<file path="config.mk">
export PLATFORM = sky130hd
export DESIGN_NAME = cbd_stream_sampler
export DESIGN_NICKNAME = d
export VERILOG_FILES = /design/src/rtl/cbd_pkg.sv /design/src/rtl/cbd_coef.sv /design/src/rtl/cbd_stream_sampler.sv
export SDC_FILE = /design/constraint.sdc
export NUM_CORES = 1
export LEC_CHECK = 0
export CELL_PAD_IN_SITES_DETAIL_PLACEMENT = 0
export CELL_PAD_IN_SITES_GLOBAL_PLACEMENT = 1
export CORE_MARGIN = 5
export CORE_UTILIZATION = 44
export DETAILED_ROUTE_END_ITERATION = 10
export GPL_ROUTABILITY_DRIVEN = 0
export PLACE_DENSITY_LB_ADDON = 0.12
export SETUP_SLACK_MARGIN = 0.02
export SLEW_MARGIN = 20
export SYNTH_ARGS = -nofsm -noshare
export SYNTH_HDL_FRONTEND = slang
export SYNTH_HIERARCHICAL = 1
export SYNTH_SLANG_ARGS = --single-unit
</file>
<file path="constraint.sdc">
create_clock -name clk -period 3 [get_ports clk]
set_input_delay 0.3 -clock clk [delete_from_list [all_inputs] [get_ports clk]]
set_output_delay 0.3 -clock clk [all_outputs]
set_load 0.01 [all_outputs]
</file>
<file path="src/rtl/cbd_pkg.sv">
// Shared constants and types for the centered-binomial noise sampler.
package cbd_pkg;
  localparam int KYBER_N = 256;
  localparam int KYBER_Q = 3329;
  localparam int COEF_W  = 12;

  typedef enum logic {ETA2 = 1'b0, ETA3 = 1'b1} eta_e;
  typedef enum logic {IDLE = 1'b0, RUN = 1'b1} state_e;
endpackage

</file>
<file path="src/rtl/cbd_coef.sv">
// One CBD coefficient from a 2*eta-bit group (low eta bits minus high eta bits).
// CBD_MODQ_EN selects unsigned mod-q output; otherwise 12-bit two's complement.
module cbd_coef
  import cbd_pkg::*;
#(
  parameter int Q = KYBER_Q
) (
  input  logic [5:0]        grp,
  input  eta_e              eta,
  output logic [COEF_W-1:0] coef
);
  logic [2:0]        a, b;
  logic signed [3:0] f;

  always_comb begin
    if (eta == ETA3) begin
      a = 3'(grp[0]) + 3'(grp[1]) + 3'(grp[2]);
      b = 3'(grp[3]) + 3'(grp[4]) + 3'(grp[5]);
    end else begin
      a = 3'(grp[0]) + 3'(grp[1]);
      b = 3'(grp[2]) + 3'(grp[3]);
    end
    f = $signed({1'b0, a}) - $signed({1'b0, b});
  end

`ifdef CBD_MODQ_EN
  logic [3:0] mag;
  assign mag  = f[3] ? 4'(-f) : 4'(f);
  assign coef = f[3] ? COEF_W'(Q) - COEF_W'(mag) : COEF_W'(mag);
`else
  assign coef = {{(COEF_W-4){f[3]}}, f};
`endif
endmodule

</file>
<file path="src/rtl/cbd_stream_sampler.sv">
// Streaming CBD sampler: PRF beats in, one coefficient per cycle out.
// Output format follows CBD_MODQ_EN (see cbd_coef).
module cbd_stream_sampler
  import cbd_pkg::*;
#(
  parameter int IN_W = 64,
  parameter int N    = KYBER_N,
  parameter int Q    = KYBER_Q
) (
  input  logic              clk,
  input  logic              rst_n,
  input  logic              start,
  input  logic              eta_sel,
  input  logic [IN_W-1:0]   in_data,
  input  logic              in_valid,
  output logic              in_ready,
  output logic [COEF_W-1:0] coef_o,
  output logic [7:0]        coef_idx,
  output logic              coef_last,
  output logic              coef_valid,
  input  logic              coef_ready,
  output logic              busy,
  output logic              done
);
  localparam int BUF_W  = IN_W + 8;
  localparam int FILL_W = $clog2(BUF_W + 1);
  localparam int CNT_W  = $clog2(N + 1);

  state_e            state;
  eta_e              eta;
  logic [BUF_W-1:0]  sbuf;
  logic [FILL_W-1:0] fill;
  logic [CNT_W-1:0]  pops;
  logic [FILL_W-1:0] need;
  logic [COEF_W-1:0] coef;
  logic              beat, pop, xfer;

  assign need = (eta == ETA3) ? FILL_W'(6) : FILL_W'(4);
  // Input stops once all N groups are popped, so a late beat is never swallowed.
  assign in_ready = (state == RUN) && (fill < need) && (pops < CNT_W'(N));
  assign beat     = in_valid && in_ready;
  assign pop      = (state == RUN) && (fill >= need) && (!coef_valid || coef_ready)
                    && (pops < CNT_W'(N));
  assign xfer     = coef_valid && coef_ready;
  assign busy     = (state == RUN);

  cbd_coef #(.Q(Q)) u_coef (
    .grp  (sbuf[5:0]),
    .eta  (eta),
    .coef (coef)
  );

  always_ff @(posedge clk) begin
    if (!rst_n) begin
      state      <= IDLE;
      eta        <= ETA2;
      sbuf       <= '0;
      fill       <= '0;
      pops       <= '0;
      coef_o     <= '0;
      coef_idx   <= '0;
      coef_last  <= 1'b0;
      coef_valid <= 1'b0;
      done       <= 1'b0;
    end else begin
      done <= 1'b0;
      case (state)
        IDLE: if (start) begin
          state <= RUN;
          eta   <= eta_e'(eta_sel);
          sbuf  <= '0;
          fill  <= '0;
          pops  <= '0;
        end
        RUN: begin
          // beat and pop are exclusive: one needs fill < need, the other fill >= need
          if (beat) begin
            sbuf <= sbuf | (BUF_W'(in_data) << fill);
            fill <= fill + FILL_W'(IN_W);
          end else if (pop) begin
            sbuf <= sbuf >> need;
            fill <= fill - need;
            pops <= pops + 1'b1;
          end
          if (pop) begin
            coef_o     <= coef;
            coef_idx   <= 8'(pops);
            coef_last  <= (pops == CNT_W'(N - 1));
            coef_valid <= 1'b1;
          end else if (xfer) begin
            coef_valid <= 1'b0;
          end
          if (xfer && coef_last) begin
            state <= IDLE;
            done  <= 1'b1;
          end
        end
        default: state <= IDLE;
      endcase
    end
  end
endmodule

</file>
* Yosys cells after proc, flatten, opt, wreduce, memory -nomap -nowiden
Index checks and enable logic that the tools add are counted.
W data, S select, Z words.
** Word-level totals
- Flip-flop bits (word level) :: 105
- Input bits :: 70
- Output and inout port bits :: 25
- Word-level logic and storage cells :: 69
** Operators by class
- $add $sub $neg :: 9
- Magnitude comparators :: 3
- Equal/unequal tests :: 5
- Shifts and indexed selects :: 2
- Multiplexer cells :: 21
- Bitwise operators :: 2
- Reductions and logical operators :: 17
** Operators with widths (count)
- $mux W72 :: 3
- $pmux W72 S2 :: 1
- $or A72 B72 Y72 :: 1
- $shl A64 B7 Y72 :: 1
- $shr A72 B3 Y72 :: 1
- $mux W9 :: 3
- $mux W7 :: 3
- $pmux W9 S2 :: 1
- $pmux W7 S2 :: 1
- $reduce_and A2 Y1 :: 5
- $add A9 B1 Y9 const B :: 1
- $eq A9 B8 Y1 const B :: 1
- $lt A9 B9 Y1 const B :: 1
- $logic_and A1 B1 Y1 :: 8
- $add A7 B7 Y7 const B :: 1
- $ge A7 B3 Y1 :: 1
- $lt A7 B3 Y1 :: 1
- $sub A7 B3 Y7 :: 1
- $add A1 B1 Y2 :: 3
- $add A3 B1 Y3 :: 2
- $mux W3 :: 2
- $mux W1 :: 5
- $ne A2 B2 Y1 const B :: 2
- $sub A3 B3 Y4 :: 1
- 9 further kinds :: 9

* Depth between registers and ports, before layout
Gate-level depths: netlist (run 1).
- Word-level depth :: 8
- Gate-level depth with buffers :: 15
- Depth with buffers taken out :: 9

* Modules after synthesis
The synthesis (run 1) kept the hierarchy.
** By module, submodules not included
- cbd_stream_sampler :: times used 1, cells each 850, area an instance 7800.0 sq um, sequential area each 2242.2 sq um
- cbd_coef :: times used 1, cells each 30, area an instance 297.8 sq um, sequential area each 0.0 sq um

* Worst setup path after synthesis (run 1)
No wires, ideal clock.
- Path kind :: flip-flop to flip-flop
- Start point :: register fill[1]
- End point :: register pops[2]
- Library setup time :: 116 ps
- Arrival time :: 2602 ps
- Required time :: 2884 ps
- Setup slack :: 283 ps
- Cell stages (with the launch flop) :: 15
- Buffers on the path :: 6
- Clock period less this slack :: 2717 ps
- Path through :: dfxtp_1 -> buf_4 -> buf_6 -> inv_2 -> buf_4 -> buf_2 -> ha_1 -> inv_1 -> ha_1 -> nor3_2 -> o211a_2 -> o21ai_4 -> buf_4 -> buf_2 -> a31o_1
** On the way
- Longest elaborated chain between the ends :: 6
- Elaborated cells on any way between the ends :: 11
- Those cells by class :: 2 x order compare; 2 x eq/ne; 7 x reduce/logical
** Ends and longest elaborated chain
- start, declared :: RTL line cbd_stream_sampler.sv:32 : logic [FILL_W-1:0] fill;
- start signal, assigned :: RTL line cbd_stream_sampler.sv:79 : fill <= fill + FILL_W'(IN_W);
- start signal, assigned :: RTL line cbd_stream_sampler.sv:82 : fill <= fill - need;
- $ge A7 B3 Y1 / $lt A7 B3 Y1 (equally long branches) :: RTL line cbd_stream_sampler.sv:42, cbd_stream_sampler.sv:40
- $logic_and A1 B1 Y1 (on tied branches) (2 in a row) :: RTL line cbd_stream_sampler.sv:42, cbd_stream_sampler.sv:40
- $logic_and A1 B1 Y1 (on tied branches) :: RTL line cbd_stream_sampler.sv:43, cbd_stream_sampler.sv:41
- $ne A2 B1 Y1 (no line) / $ne A2 B2 Y1 (equally long branches)
- $reduce_and A3 Y1 (no line) *
- end signal, assigned :: RTL line cbd_stream_sampler.sv:83 : pops <= pops + 1'b1;
- end, declared :: RTL line cbd_stream_sampler.sv:33 : logic [CNT_W-1:0] pops;
Mark *: on every way between the ends. The rest lies on a longest branch, timed or not.
A chain may end at the register's enable or synchronous reset.

* Final worst setup path (run 1)
- Start point :: register fill[1]
- End point :: register sbuf[67]
** On the way
- Longest elaborated chain between the ends :: 6
- Elaborated cells on any way between the ends :: 14
- Those cells by class :: 2 x order compare; 1 x eq/ne; 1 x shift; 2 x mux; 1 x bitwise; 7 x reduce/logical
** Ends and longest elaborated chain
- parallel branches: the longest is 6 deep, another holds $shl A64 B7 Y72
- end signal, assigned :: RTL line cbd_stream_sampler.sv:78 : sbuf <= sbuf | (BUF_W'(in_data) << fill);
- end signal, assigned :: RTL line cbd_stream_sampler.sv:81 : sbuf <= sbuf >> need;
- end, declared :: RTL line cbd_stream_sampler.sv:31 : logic [BUF_W-1:0] sbuf;
Parallel ways; which one is timed is not known.

==> metrics, run 1 <==
total power=4.78 mW; WL met2=11500 um; uppermost routed layer=met4; met3 routed WL=1380 um; crit start category=flop; Worst Path Max Fanout=42; H-tree depth=3; Layout area overhead=15.4%; final hold viol count=0; IO Pins=between 90 and 100; DP Area=0.00904 mm^2; main flop type after synthesis=dfxtp_1; die extent in y=146 um; post-synthesis cell area=0.00810 mm^2; Clk pin slew, worst setup/hold paths=0.09 ns; post-synth top area share=27.7%; fill count=1674; Cell Count, Final, Fillers Out=about 1200; largest net degree at the start of global routing=82; WL per Instance=around 20 um; # setup viols final=0; synth cell count leaders=mux2i_1, dfxtp_1, nand2_1; Congestion Overflow GR=0; CTS tree=built; Routed Antenna Nets=0; drc violations=0; Placed Cells=roughly 1100; Fin Setup TNS=0 ns; CP startpoint=fill[1]; initial antenna violation count=0; HPWL reported at the end of detailed placement=17100 um; Final Cycle Share=85.4%; Hold Path Cell Cnt=2; share of layout cells above drive strength 1=14.5%; cts repair resizes=0; Port Buf Inserts=94; DRT met1 WL=10500 um; R2R Path End=sbuf[67]; pwr/cell area=511 mW/mm^2; Arr. time, crit path=2.78 ns; CTS buffer count=9; Post-CTS Hold Buffers=0; R2R depth=6; CP required=3.22 ns; RSZ-0062 raised after global routing=no; Yosys cell types=between 60 and 70; Rel. slew slack=47.0%; outcome=finished, final reports clean; Worst-Skew Late Latency=between 0.3 and 0.4 ns; FF+latch count, synth=112; Final min period=2.56 ns; die area=0.0212 mm^2; IR drop worst, VDD=~0.00036 V; Worst R2R Setup Slack=0.44 ns; number of vias per cell=6.21; post-CTS setup buffers=0; # diodes=0; DR iter-0 viols=541; CP Class=flop to flop; drt first pass iters=5; Yosys warnings=6; cell taking the most area after synthesis=dfxtp_1; fmax=just under 0.4 GHz; ys async rst share=0%; Finished Core Util=51.9%; worst reg2reg startpoint=fill[1]; Starting Density=44.9%; final instance area=0.00935 mm^2; Final #Nets=between 1000 and 1500; WL final=23700 um; detailed-route via count=7174; leakage=3.08 nW; Seq/Total Area, Yosys=between 20% and 30%; CTS sink count=approximately 110; Hold Crit Start=coef_idx[2]; synth top area cells=dfxtp_1, mux2i_1, mux4_2; die width=146 um; hold endpoint=coef_idx[2]; clock tree root buffer cell=clkbuf_16; Setup crit end kind=flop; Hold Path Class=flop to flop; first-pass GRT wire length=38600 um; Tot GR Track Use=between 20% and 30%; top-count cell post-synth=mux2i_1; core area=around 0.018 mm^2; synthesized area per cell=9.20 um^2; Post-Synthesis Cells=880; clk_skew=just over 0.01 ns; Worst-Margin Slew=0.795 ns; Post-Syn Nets=963; vias in the first global route=7081; Bufs on Longest Clock Path=2; max cap viols=0; Post-synth EDFFs=0; Placement Rows=49; final count of pins violating max slew=0
state kept, by name, indices dropped and copies added (netlist names):
signal	cells
busy	1
coef_idx	8
coef_last	1
coef_o	12
coef_valid	1
done	1
eta	1
fill	6
pops	9
sbuf	72
how the worst max path moves through the flow:
stage	cells past startpoint	slack [ns]	endpoint
floorplan	14	0.28	pops[2]
global placement	7	0.59	sbuf[42]
detailed placement	6	0.48	sbuf[67]
CTS	4	0.47	in_ready
global route	6	0.20	sbuf[67]
finish	6	0.44	sbuf[67]
power by group:
group | internal [mW] | total (mW) | switching (mW)
Sequential | 1.61 | 1.75 | 0.134
Clock | 0.598 | 1.25 | 0.656
Combinational | 0.772 | 1.78 | 1.01
Total | 2.98 | 4.78 | 1.80
critical path: stages, from the launching register on:
cell and delay (ns):
dfxtp_2 0.34, buf_4 0.48, buf_4 0.43, mux2i_1 0.25
nor2_1 0.07, a2111oi_0 0.63, o22ai_1 0.17
layout make-up:
| class | count | area (um^2) | share of cell area (%) |
|---|---|---|---|
| clock buffer | 9 | 225 | 2.41 |
| sequential | 112 | 2250 | 24.1 |
| clock inverter | 7 | 83.8 | 0.897 |
| timing repair buffer | 118 | 1150 | 12.3 |
| tap | 229 | 287 | 3.07 |
| multi-input combinational | 665 | 5300 | 56.7 |
| inverter | 15 | 56.3 | 0.602 |
layer usage:
| layer | up-vias | GRT usage (%) |
|---|---|---|
| li1 | 3390 | - |
| met1 | 3513 | 29.4 |
| met2 | 244 | 36.8 |
| met3 | 27 | 2.87 |
| met4 | 0 | 6.39 |
| met5 | - | 0 |
through the flow:
step / worst slack, ns / hold WS [ns]
2_1_floorplan: 0.283 / 0.439
3_3_place_gp: 0.586 / 0.441
3_5_place_dp: 0.484 / 0.449
4_1_cts: 0.465 / 0.461
5_1_grt: 0.198 / 0.480
6_report: 0.439 / 0.457
cell usage in the layout, fill, tap and decap left out, types with 10 or more instances in the layout:
| cell type | Yosys | routed |
|---|---|---|
| mux2i_1 | 118 | 118 |
| nor2_1 | 42 | 42 |
| buf_4 | 14 | 22 |
| inv_1 | 12 | 12 |
| clkdlybuf4s50_1 | 0 | 94 |
| nand2_1 | 106 | 105 |
| nand3_1 | 12 | 12 |
| dfxtp_1 | 112 | 108 |
| a211oi_1 | 64 | 64 |
| mux4_2 | 35 | 35 |
| o22ai_1 | 14 | 14 |
| o21ai_1 | 14 | 14 |
| a21oi_1 | 54 | 54 |
| nor3_1 | 21 | 21 |
| ha_1 | 10 | 10 |
| mux2_2 | 34 | 34 |
| a31oi_1 | 13 | 13 |
logic make-up after synthesis:
kind of cell / after synthesis / synth area share [%]
flip-flops: 112 / 27.7
XOR/XNOR: 5 / 0.541
multiplexers: 198 / 30.7
AO/OA/AOI/OAI: 230 / 19.7
adder cells (fa/ha/maj): 13 / 2.29
AND/OR/NAND/NOR: 219 / 12.1
buffers and inverters: 103 / 6.94
(Power assumes the default switching activity.)
==> run 2: changes to the inputs <==
--- a/config.mk
+++ b/config.mk
@@ -5,13 +5,14 @@
 export SDC_FILE = /design/constraint.sdc
 export NUM_CORES = 1
 export LEC_CHECK = 0
+export CAP_MARGIN = 20
 export CELL_PAD_IN_SITES_DETAIL_PLACEMENT = 0
 export CELL_PAD_IN_SITES_GLOBAL_PLACEMENT = 1
 export CORE_MARGIN = 5
 export CORE_UTILIZATION = 44
 export DETAILED_ROUTE_END_ITERATION = 10
 export GPL_ROUTABILITY_DRIVEN = 0
-export PLACE_DENSITY_LB_ADDON = 0.12
+export PLACE_DENSITY = 0.9
 export SETUP_SLACK_MARGIN = 0.02
 export SLEW_MARGIN = 20
 export SYNTH_ARGS = -nofsm -noshare
==> run 2 against run 1 <==
Against the previous run: worst setup slack improved by 0.011 ns; design area increased by 0.16%; total power about the same; maximum frequency increased by 0.43%; first-iteration DRC count increased by 1.5%; largest cell class unchanged; largest power group unchanged.
==> metrics, run 2 (synthesis results as in run 1) <==
outcome=finished, final reports clean; IR drop worst, VDD=0.000340 V; R2R depth=6; Hold Path Class=flop to flop; Tot GR Track Use=20.4%; Regs by FF count=sbuf: 72 flops, coef_o: 12 flops, pops: 9 flops; share of layout cells above drive strength 1=14.3%; WL final=around 22000 um; CTS buffer count=9; first-pass GRT wire length=36100 um; sequential cell area=0.00225 mm^2; die width=146 um; CP Class=flop to output pin; die area=0.0212 mm^2; Final #Nets=1002; commonest non-fill, non-tap cell in the layout=mux2i_1; Placement Rows=49; RSZ-0062 raised after global routing=no; Layout area overhead=15.6%; post-CTS setup buffers=0; die extent in y=146 um; Routed Antenna Nets=0; Final Cycle Share=approximately 85%; Rel. slew slack=51.8%; Port Buf Inserts=94; final hold viol count=0; H-tree depth=3; Post-CTS Hold Buffers=0; max cap viols=0; drc violations=0; vias in the first global route=6848; CP required=approximately 2.7 ns; Clk pin slew, worst setup/hold paths=0.09 ns; pwr/cell area=511 mW/mm^2; Hold WS=0.455 ns; IO Pins=95; area of the multi-input gates=0.00530 mm^2; cts repair resizes=0; Fin Setup TNS=0 ns; leakage=3.08 nW; crit start category=flop; Worst Path Max Fanout=6; WL per Instance=roughly 19 um; Setup crit end kind=output pin; clk_skew=between 0.01 and 0.015 ns; max reg flops=72; CTS sink count=about 110; core area=0.0180 mm^2; # setup viols final=0; most flop-heavy register=sbuf; drt first pass iters=5; detailed-route via count=7160; total power=4.78 mW; CTS tree=built; Worst-Skew Late Latency=0.37 ns; Final min period=around 2.6 ns; # diodes=0; HPWL reported at the end of detailed placement=15800 um; worst reg2reg startpoint=fill[2]; clock tree root buffer cell=clkbuf_16; fmax=roughly 0.4 GHz; largest net degree at the start of global routing=98; pre-CTS setup slack=0.599 ns; fill count=1686; Hold Path Cell Cnt=2; DR iter-0 viols=549; number of vias per cell=6.21; hold endpoint=coef_o[5]; Congestion Overflow GR=0; Bufs on Longest Clock Path=2; Starting Density=44.9%; Worst-Margin Slew=around 0.72 ns; initial antenna violation count=0; final count of pins violating max slew=0; Hold Crit Start=coef_o[5]; Arr. time, crit path=2.25 ns; Worst R2R Setup Slack=0.58 ns; Finished Core Util=about half; most frequent cells in the layout=mux2i_1, dfxtp_1, nand2_1; R2R Path End=sbuf[55]; setup ws final=0.449 ns
-- run 2: changes by cell type in the layout (fill, tap and decap cells not counted) --
| cell | previous run | this run |
|---|---|---|
| buf_12 | 2 | 3 |
| buf_4 | 22 | 19 |
| clkinv_4 | 1 | 0 |
| clkinv_8 | 2 | 5 |
| clkinvlp_4 | 2 | 0 |
| inv_12 | 1 | 0 |
| inv_6 | 0 | 1 |
-- run 2: routing by layer --
metal / global-route usage, % / wire length, um / up-vias
met2: 33.6 / 10700 / 273
met4: 5.41 / 411 / 0
li1: - / - / 3396
met3: 3.92 / 1460 / 33
met1: 27.4 / 9810 / 3458
met5: 0 / 0 / -
-- run 2: power breakdown --
part / internal, mW / switching [mW] / leakage (nW) / total (mW)
clock: 0.610 / 0.677 / 0.156 / 1.29
combinational: 0.768 / 0.988 / 2.02 / 1.76
sequential: 1.61 / 0.127 / 0.913 / 1.74
total: 2.99 / 1.79 / 3.08 / 4.78
-- run 2: worst max path at each step --
stage          startpoint        to  slack, ns  cells past startpoint
2_1_floorplan     fill[1]   pops[2]       0.28                     14
3_3_place_gp      fill[2]  sbuf[55]       0.66                      6
3_5_place_dp      fill[2]  sbuf[55]       0.60                      6
4_1_cts           fill[1]  in_ready       0.44                      7
5_1_grt           fill[1]  in_ready       0.33                      7
6_report          fill[1]  in_ready       0.45                      7
-- run 2: final cells by class --
type	instances	share of cell area [%]
multi-input combinational	665	56.6
sequential	112	24.1
timing repair buffer	116	12.2
tap	229	3.06
clock buffer	9	2.41
clock inverter	7	1.08
inverter	15	0.601
-- run 2: stage by stage --
| stage | cells | instance area (um^2) |
|---|---|---|
| after floorplan | 880 | 8100 |
| after global placement | 1137 | 9030 |
| after detailed placement | 1137 | 9030 |
| after CTS | 1153 | 9360 |
| after global routing | 1153 | 9360 |
| final | 1153 | 9360 |
-- run 2: critical path: stages, from the launching register on --
cell	delay (ns)
dfxtp_2	0.35
inv_2	0.05
ha_1	0.13
inv_1	0.06
ha_1	0.22
nor3_2	0.26
and3_1	0.26
clkdlybuf4s50_1	0.55
==> run 3: changes to the inputs <==
--- a/config.mk
+++ b/config.mk
@@ -5,14 +5,15 @@
 export SDC_FILE = /design/constraint.sdc
 export NUM_CORES = 1
 export LEC_CHECK = 0
+export ABC_AREA = 1
 export CAP_MARGIN = 20
 export CELL_PAD_IN_SITES_DETAIL_PLACEMENT = 0
 export CELL_PAD_IN_SITES_GLOBAL_PLACEMENT = 1
 export CORE_MARGIN = 5
-export CORE_UTILIZATION = 44
+export CORE_UTILIZATION = 40
 export DETAILED_ROUTE_END_ITERATION = 10
 export GPL_ROUTABILITY_DRIVEN = 0
-export PLACE_DENSITY = 0.9
+export PLACE_DENSITY = 0.91
 export SETUP_SLACK_MARGIN = 0.02
 export SLEW_MARGIN = 20
 export SYNTH_ARGS = -nofsm -noshare
==> run 3 against run 2 <==
Against the previous run: sequential cell count stayed put; worst hold slack worse by 0.0094 ns; critical path depth is 5 higher; worst setup slack worse by 0.050 ns; register-to-register slack worse by 0.18 ns; critical path type is now flop to flop.
==> metrics, run 3 <==
H-tree depth=3; Final Cycle Share=86.7%; CTS sink count=between 100 and 150; Setup crit end kind=flop; main flop type after synthesis=dfxtp_1; synthesized area per cell=5.78 um^2; core area=0.0216 mm^2; fill count=2362; largest net degree at the start of global routing=92; share of layout cells above drive strength 1=4.26%; Hold Path Class=flop to flop; synth top area cells=dfxtp_1, nand3_1, nand2_1; Worst Path Max Fanout=38; initial antenna violation count=0; Post-CTS Hold Buffers=0; Fin Setup TNS=0 ns; HPWL reported at the end of detailed placement=21500 um; Post-Syn Nets=1588; Final #Nets=about 1600; die extent in y=around 160 um; crit start category=flop; most flop-heavy register=sbuf; leakage=about 4.3 nW; Finished Core Util=46.2%; Layout area overhead=14.9%; cell taking the most area after synthesis=dfxtp_1; R2R Path End=sbuf[4]; CTS buffer count=9; die width=~160 um; post-synth top area share=25.8%; WL final=29000 um; # setup viols final=0; Clk pin slew, worst setup/hold paths=0.08 ns; Worst-Margin Slew=0.782 ns; Cell Count, Final, Fillers Out=1806; hold endpoint=coef_o[5]; final hold viol count=0; worst reg2reg startpoint=eta; post-synthesis cell area=0.00870 mm^2; Regs by FF count=sbuf: 72 flops, coef_o: 12 flops, pops: 9 flops; Placed Cells=1790; WL per Instance=around 16 um; Routed Antenna Nets=0; drc violations=0; Post-Synthesis Cells=1505; RSZ-0062 raised after global routing=no; ys async rst share=0%; Arr. time, crit path=approximately 2.9 ns; cts repair resizes=0; pre-CTS setup slack=0.431 ns; clock tree root buffer cell=clkbuf_16; Worst-Skew Late Latency=0.37 ns; post-CTS setup buffers=0; top-count cell post-synth=nand2_1; CTS tree=built; detailed-route via count=10000; DR iter-0 viols=around 1000; fmax=0.385 GHz; drt first pass iters=5; CP required=approximately 3.3 ns; Starting Density=40.2%; Tot GR Track Use=23.2%; IO Pins=95; Placement Rows=54; Port Buf Inserts=94; Bufs on Longest Clock Path=2; Yosys cell types=35; CP Class=flop to flop; Hold Crit Start=coef_o[5]; Seq/Total Area, Yosys=25.8%; max reg flops=72; R2R depth=12; outcome=finished, final reports clean; # diodes=0; FF+latch count, synth=around 110; Hold WS=0.446 ns; Worst R2R Setup Slack=0.40 ns; clk_skew=0.0134 ns; number of vias per cell=between 5 and 6; final count of pins violating max slew=0; first-pass GRT wire length=46400 um; vias in the first global route=around 8900; most frequent cells in the layout=nand2_1, nand3_1, o21ai_0; setup ws final=~0.4 ns; commonest non-fill, non-tap cell in the layout=nand2_1; Congestion Overflow GR=0; synth cell count leaders=nand2_1, nand3_1, o21ai_0; Yosys warnings=6; IR drop worst, VDD=roughly 0.00035 V; Rel. slew slack=a little under half; Hold Path Cell Cnt=2; Post-synth EDFFs=0; Final min period=2.60 ns; max cap viols=0; die area=0.0248 mm^2; pwr/cell area=607 mW/mm^2
run 3: metrics by stage:
stage	instance area, um^2	power, mW
3_3_place_gp	9690	4.79
6_report	10000	6.07
5_1_grt	10000	6.51
2_1_floorplan	8700	3.92
4_1_cts	10000	6.05
3_5_place_dp	9690	4.81
run 3: how the worst max path moves through the flow:
stage                  from       end  slack (ns)
finish                  eta   sbuf[4]        0.40
global route            eta  sbuf[66]        0.08
CTS                     eta  in_ready        0.40
detailed placement      eta   sbuf[4]        0.43
global placement        eta   sbuf[4]        0.54
floorplan           fill[1]  sbuf[22]        0.72
run 3: final cells by class:
class / count / area, um^2 / share of cell area [%]
multi-input cells: 1145 / 5420 / 54.3
flip-flops and latches: 112 / 2250 / 22.5
repair buffers: 122 / 1180 / 11.8
inverters: 131 / 492 / 4.92
well taps: 280 / 350 / 3.50
clock buffers: 9 / 225 / 2.25
clock inverters: 7 / 81.3 / 0.814
run 3: logic make-up after synthesis:
kind of cell | share of synthesized area [%]
and+or+nand+nor | 42.8
AOI/OAI and AO/OA | 17.0
buffers and inverters | 12.0
DFF | 25.8
adders and majority gates | 2.13
xor gates and xnor gates | 0.302
run 3: layer usage:
layer  up-vias  global-route usage [%]  wire length, um
met5         -                       0                0
met4         0                    10.1             1240
met3        75                    3.90             1810
met2       345                    37.3            13100
met1      4567                    30.6            12900
li1       5038                       -                -
run 3: power by group:
group          switching, mW  internal (mW)
clock                  0.630          0.597
combinational           1.99           1.01
sequential             0.143           1.70
run 3: worst max-delay path: stages, from the launching register on:
cell and delay, ns:
dfxtp_2 0.48, ha_1 0.19, inv_1 0.05, ha_1 0.20, inv_1 0.07, nand2_2 0.09
nor2_4 0.11, nand3_2 0.21, nand2_2 0.28, buf_4 0.44, o21ai_0 0.18, o22ai_1 0.13
inv_1 0.05
